`src/rtl/control_multi.sv`:
```
`default_nettype none
// ============================================================================
//  Module   : control_multi
//  Purpose  : Multi-cycle MIPS-subset main control FSM. Sequences one
//             instruction at a time through FETCH/DECODE and the class-specific
//             execute/memory/write-back states, stalling on memory accesses
//             until MemReady is seen.
//  Ports    : clk, rst (async, active-high)
//             opcode[5:0]  - IR[31:26], sampled in DECODE only
//             MemReady     - memory access completes this cycle
//             PCWrite, PCWriteCond, IorD, MemRead, MemWrite, IRWrite,
//             MemtoReg, PCSource[1:0], ALUOp[1:0], ALUSrcA, ALUSrcB[1:0],
//             RegWrite, RegDst - datapath controls (Moore, except the
//             MemReady-qualified strobes noted below)
//             Done         - instruction retire pulse
//             IllegalOp    - unsupported opcode seen in DECODE
//             state[3:0]   - current state for debug
//  Revision : 1.0 - initial release
// ============================================================================
module control_multi (
    input  logic       clk,
    input  logic       rst,
    input  logic [5:0] opcode,
    input  logic       MemReady,
    output logic       PCWrite,
    output logic       PCWriteCond,
    output logic       IorD,
    output logic       MemRead,
    output logic       MemWrite,
    output logic       IRWrite,
    output logic       MemtoReg,
    output logic [1:0] PCSource,
    output logic [1:0] ALUOp,
    output logic       ALUSrcA,
    output logic [1:0] ALUSrcB,
    output logic       RegWrite,
    output logic       RegDst,
    output logic       Done,
    output logic       IllegalOp,
    output logic [3:0] state
);

    localparam logic [3:0] c_FETCH    = 4'd0;
    localparam logic [3:0] c_DECODE   = 4'd1;
    localparam logic [3:0] c_MEMADR   = 4'd2;
    localparam logic [3:0] c_MEMRD    = 4'd3;
    localparam logic [3:0] c_MEMWB    = 4'd4;
    localparam logic [3:0] c_MEMWR    = 4'd5;
    localparam logic [3:0] c_EXEC     = 4'd6;
    localparam logic [3:0] c_RWB      = 4'd7;
    localparam logic [3:0] c_BRANCH   = 4'd8;
    localparam logic [3:0] c_JUMP     = 4'd9;
    localparam logic [3:0] c_ADDIU_EX = 4'd10;
    localparam logic [3:0] c_ADDIU_WB = 4'd11;

    localparam logic [5:0] c_OP_RTYPE = 6'd0;
    localparam logic [5:0] c_OP_J     = 6'd2;
    localparam logic [5:0] c_OP_BEQ   = 6'd4;
    localparam logic [5:0] c_OP_ADDIU = 6'd9;
    localparam logic [5:0] c_OP_LW    = 6'd35;
    localparam logic [5:0] c_OP_SW    = 6'd43;

    logic [3:0] r_state;
    logic [3:0] w_next;
    logic [5:0] r_opcode;   // opcode captured in DECODE; later states use only this copy

    always_ff @(posedge clk or posedge rst) begin
        if (rst) begin
            r_state  <= c_FETCH;
            r_opcode <= 6'd0;
        end else begin
            r_state <= w_next;
            if (r_state == c_DECODE) begin
                r_opcode <= opcode;
            end
        end
    end

    assign state = r_state;

    // Next-state and output decode. Everything defaults to 0 so each state
    // only names what it asserts; the trailing rst override keeps the FETCH
    // strobes (notably MemRead) quiet while reset is held.
    always_comb begin
        w_next      = c_FETCH;
        PCWrite     = 1'b0;
        PCWriteCond = 1'b0;
        IorD        = 1'b0;
        MemRead     = 1'b0;
        MemWrite    = 1'b0;
        IRWrite     = 1'b0;
        MemtoReg    = 1'b0;
        PCSource    = 2'b00;
        ALUOp       = 2'b00;
        ALUSrcA     = 1'b0;
        ALUSrcB     = 2'b00;
        RegWrite    = 1'b0;
        RegDst      = 1'b0;
        Done        = 1'b0;
        IllegalOp   = 1'b0;

        case (r_state)
            c_FETCH: begin
                MemRead = 1'b1;
                ALUSrcB = 2'b01;
                IRWrite = MemReady;
                PCWrite = MemReady;
                w_next  = MemReady ? c_DECODE : c_FETCH;
            end
            c_DECODE: begin
                ALUSrcB = 2'b11;
                case (opcode)
                    c_OP_RTYPE:        w_next = c_EXEC;
                    c_OP_ADDIU:        w_next = c_ADDIU_EX;
                    c_OP_LW, c_OP_SW:  w_next = c_MEMADR;
                    c_OP_BEQ:          w_next = c_BRANCH;
                    c_OP_J:            w_next = c_JUMP;
                    default: begin
                        w_next    = c_FETCH;
                        IllegalOp = 1'b1;
                    end
                endcase
            end
            c_MEMADR: begin
                ALUSrcA = 1'b1;
                ALUSrcB = 2'b10;
                w_next  = (r_opcode == c_OP_LW) ? c_MEMRD : c_MEMWR;
            end
            c_MEMRD: begin
                MemRead = 1'b1;
                IorD    = 1'b1;
                w_next  = MemReady ? c_MEMWB : c_MEMRD;
            end
            c_MEMWB: begin
                RegWrite = 1'b1;
                MemtoReg = 1'b1;
                Done     = 1'b1;
            end
            c_MEMWR: begin
                MemWrite = 1'b1;
                IorD     = 1'b1;
                Done     = MemReady;
                w_next   = MemReady ? c_FETCH : c_MEMWR;
            end
            c_EXEC: begin
                ALUSrcA = 1'b1;
                ALUOp   = 2'b10;
                w_next  = c_RWB;
            end
            c_RWB: begin
                RegWrite = 1'b1;
                RegDst   = 1'b1;
                Done     = 1'b1;
            end
            c_BRANCH: begin
                ALUSrcA     = 1'b1;
                ALUOp       = 2'b01;
                PCWriteCond = 1'b1;
                PCSource    = 2'b01;
                Done        = 1'b1;
            end
            c_JUMP: begin
                PCWrite  = 1'b1;
                PCSource = 2'b10;
                Done     = 1'b1;
            end
            c_ADDIU_EX: begin
                ALUSrcA = 1'b1;
                ALUSrcB = 2'b10;
                w_next  = c_ADDIU_WB;
            end
            c_ADDIU_WB: begin
                RegWrite = 1'b1;
                Done     = 1'b1;
            end
            default: begin
                w_next = c_FETCH;   // unused codes 12-15 recover to FETCH
            end
        endcase

        if (rst) begin
            PCWrite     = 1'b0;
            PCWriteCond = 1'b0;
            IorD        = 1'b0;
            MemRead     = 1'b0;
            MemWrite    = 1'b0;
            IRWrite     = 1'b0;
            MemtoReg    = 1'b0;
            PCSource    = 2'b00;
            ALUOp       = 2'b00;
            ALUSrcA     = 1'b0;
            ALUSrcB     = 2'b00;
            RegWrite    = 1'b0;
            RegDst      = 1'b0;
            Done        = 1'b0;
            IllegalOp   = 1'b0;
        end
    end

endmodule
`default_nettype wire

```
`config.mk`:
```
export PLATFORM = sky130hd
export DESIGN_NAME = control_multi
export DESIGN_NICKNAME = d
export VERILOG_FILES = /design/src/rtl/control_multi.sv
export SDC_FILE = /design/constraint.sdc
export NUM_CORES = 1
export LEC_CHECK = 0
export ABC_AREA = 1
export BUFFER_PORTS_ARGS = -buffer_cell sky130_fd_sc_hd__buf_2
export CORE_MARGIN = 4
export CORE_UTILIZATION = 40
export CTS_CLUSTER_DIAMETER = 60
export DETAILED_ROUTE_END_ITERATION = 10
export PLACE_DENSITY = 0.66
export SKIP_CTS_REPAIR_TIMING = 1
export SYNTH_ARGS = -nofsm -noshare
export SYNTH_HDL_FRONTEND = slang
export SYNTH_SLANG_ARGS = --single-unit
```
`constraint.sdc`:
```
create_clock -name clk -period 1.5 [get_ports clk]
set_input_delay 0.15 -clock clk [delete_from_list [all_inputs] [get_ports clk]]
set_output_delay 0.15 -clock clk [all_outputs]
set_load 0.01 [all_outputs]
```
==> impl.org <==
** Outcome
- Status :: finished with violations
- The checks that failed: setup timing.

** Placement
- Detailed placement ended at an HPWL of between 1500 and 2000 um.
- After detailed placement, the total cell area comes to between 0.001 and 0.0015 mm^2.
- At the end of routability-driven placement, the weighted congestion stood at a little under 0.9.
- In this run the tool buffered the top-level ports with 30 buffer cells.

** Layout
- Post-route core utilization :: 60.80%
- Final #Nets :: around 190
- Area of combinational cells with multiple inputs :: 528.0 um^2
- Area added between synthesis and finish :: 44.16%
- Cells with a size suffix above 1 make up a little over two fifths of the layout.
- The filler cells instantiated in the layout total about 170.
- Final design area excluding fillers :: approximately 0.0012 mm^2
- The number of antenna diodes in the final layout is 0.
- Footprint of the flip-flops and latches :: 255.2 um^2

** STA
- Unrepaired setup endpoints after global routing :: yes
- Timing would allow up to 606.7 MHz.
- After layout, the minimum clock period comes to approximately 1.6 ns.
- For the pin with the worst max-slew slack, the measured transition is 0.3449 ns.
- Setup-violating endpoint count in the final report :: 17
- After layout, the worst setup slack is -0.1483 ns.
- Final clock skew :: 0.001307 ns
- Measured against its own limit, the worst slew margin works out to 76.92%.
- Period utilisation layout :: 109.9%
- Final count of pins violating max slew :: 0
- Final Hold Vio Count :: 0
- Hold is met by about 0.0022 ns.

** Yosys
- Fraction of synthesized cell area taken by the top area cell type :: between 20 and 30%
- Post-Syn Area per Cell :: 6.013 um^2
- The mapped netlist covers approximately 840 um^2.
- In this run, distinct cell masters in the synthesized netlist total 20.
- The most common cell in the synthesized netlist is nand2_1.
- For this run, the number of Yosys warnings is 0.
- After synthesis, the most frequently instantiated cells are 37 x nand2_1, 30 x nor2_1, 19 x inv_1, 13 x nand3_1, 10 x dfrtp_1.
- Net count after synthesis :: 148
- Main synth FF type :: dfrtp_1
- Cell types with the largest area share after synthesis :: dfrtp_1 30%, nand2_1 17%, nor2_1 13%, inv_1 8.5%, nand3_1 7.8%
- dfrtp_1 takes more of the synthesized area than any other cell.
- Sequential fraction of the synthesis area :: 29.94%
- Counting flops and latches in the post-synthesis netlist gives 10.
- EDFF count, synth :: 0
- Of all flip-flops after synthesis, the portion carrying an async set or reset was between 90% and 100%.
- Mapped Cells :: 139

** Floorplan
- Total core area :: 0.001982 mm^2
- For this configuration, the core starts out at a cell density of 42.17%.
- The die is 53.71 um wide.
- Die Y-Extent :: about 54 um
- The die covers 0.002885 mm^2.
- Top-Level Pins :: 31
- Row generation in the floorplan step produced 16 rows.

** Power and ir drop
- Power spread over the standard cell area amounts to roughly 800 mW/mm^2.
- Lkg Pwr :: 0.0007356 uW
- The worst-case IR drop observed on VDD is 0.5526 mV.

** GRT
- After global routing the overflow that remains totals 0.
- Entering global routing, the biggest net connects 13 pins.
- The number of global-route vias before repair is 846.
- The first global-routing pass estimated 3525 um of wire.
- Number of antenna violations at the first check in global routing :: 0
- Global routing consumed, over all layers together, between 10% and 20% of the routing resources.

** CTS
- H-tree lvl count :: 1
- Clock tree from TritonCTS :: yes
- CTS saw 10 sinks.
- Root buffer cell :: clkbuf_4
- Clock edge transition at the registers on the reported setup and hold paths :: around 0.070 ns
- In this run the deepest clock path goes through 2 buffers.
- At the later pin of the worst-skew pair, clock insertion delay measures 0.28 ns.
- TritonCTS created 3 clock buffers.

** Drt
- Routed via count :: 1023
- Remaining DRCs :: 0
- Before antenna repair, the detailed router went through 4 iterations.
- After detailed routing, the average wire length per cell comes to ~12 um.
- DRT antenna net count :: 0
- In this run, the number of DRC markers left after iteration 0 of detailed routing was 24.
- After detailed routing, the number of vias per cell comes to 4.871.
- Wires add up to 2500 um.

** Job
- The tool flagged a number of max-cap violations equal to 0.

** Setup path
- Signal arrival time at the worst endpoint :: 1.50 ns
- STA classifies the critical path startpoint as a register.
- STA puts the critical path data required time at approximately 1.4 ns.
- Largest fanout of any net on the critical path :: 5
- The worst setup path is captured at a primary output.
- FF-to-FF setup slack :: about 0.22 ns
- Worst setup path class :: reg2out

** Worst hold path
- Path category of the worst min-delay check :: in2async
-- kinds of logic after synthesis --
kind of cell	Yosys count	share of synthesized area (%)
buf+inv	26	13.02
compound gates	9	5.689
flops	10	29.94
simple gates	94	51.35
-- per-stage QoR --
| step | cells | TNS [ns] | power (uW) | setup WS [ns] |
|---|---|---|---|---|
| after global placement | 196 | 0 | 677.9 | 0.1267 |
| after floorplan | 139 | 0 | 592.6 | 0.1483 |
| after detailed placement | 196 | 0 | 684.3 | 0.1091 |
| after global routing | 210 | -2.811 | 1067 | -0.2087 |
| after CTS | 200 | -1.837 | 937.2 | -0.1911 |
| final | 210 | -1.231 | 992.9 | -0.1483 |
-- per-layer routing --
metal  part of all wire, %  vias to the layer above  global-route usage, %
li1                      -                      513                      -
met1                    42                      469                  21.19
met2                    50                       34                  27.82
met3                   5.9                        7                  2.493
met4                   2.2                        0                  8.936
met5                     0                        -                      0
-- report_power, final --
group	total (uW)	internal [uW]	switching (uW)
clock	253	148	105
sequential	381	336	45.0
combinational	359	142	216
-- final timing paths --
path,to,start,cells past startpoint
setup / recovery,IllegalOp,state[0],7
max in group asynchronous,state[3],rst,3
min in group clk,r_opcode[4],opcode[4],3
hold / removal,r_opcode[2],rst,3
setup reg to reg,state[2],state[3],8
hold reg to reg,r_opcode[4],r_opcode[4],2
-- worst max-delay path, cell delays in order, from the launching register on --
cell and delay (ns):
dfrtp_2 0.42, inv_2 0.06, nor2_4 0.19, nand2_1 0.15, nor2_2 0.12, nand3_1 0.07
nor2_1 0.08, buf_2 0.13
-- layout by cell type, fill, tap and decap left out --
| cell | count |
|---|---|
| nor3_1 | 1 |
| nor2_4 | 7 |
| inv_1 | 15 |
| buf_4 | 8 |
| nor2_2 | 2 |
| buf_2 | 30 |
| nand2_4 | 1 |
| clkbuf_8 | 1 |
| nand2_1 | 35 |
| o22ai_2 | 1 |
| o21ai_1 | 4 |
| inv_2 | 8 |
| clkbuf_4 | 3 |
| a21oi_1 | 2 |
| buf_6 | 4 |
| nand3_2 | 3 |
| o21ai_0 | 1 |
| nor3_2 | 1 |
| nor2_1 | 26 |
| nand3_1 | 12 |
| dfrtp_1 | 6 |
| dlygate4sd3_1 | 1 |
| dfrtp_2 | 4 |
| a31oi_1 | 1 |
| nand2_2 | 6 |
-- sequential cells by signal, indices dropped and copies added, names as in the netlist --
| register | flops |
|---|---|
| r_opcode | 6 |
| state | 4 |
-- final cells by class --
type / count / share of cell area, %
Timing Repair Buffer: 43 / 22.01
Multi-Input combinational cell: 103 / 43.82
Tap cell: 27 / 2.804
Clock buffer: 4 / 3.011
Sequential cell: 10 / 21.18
Inverter: 23 / 7.165
Note: power is estimated with default switching activity, not from simulation.
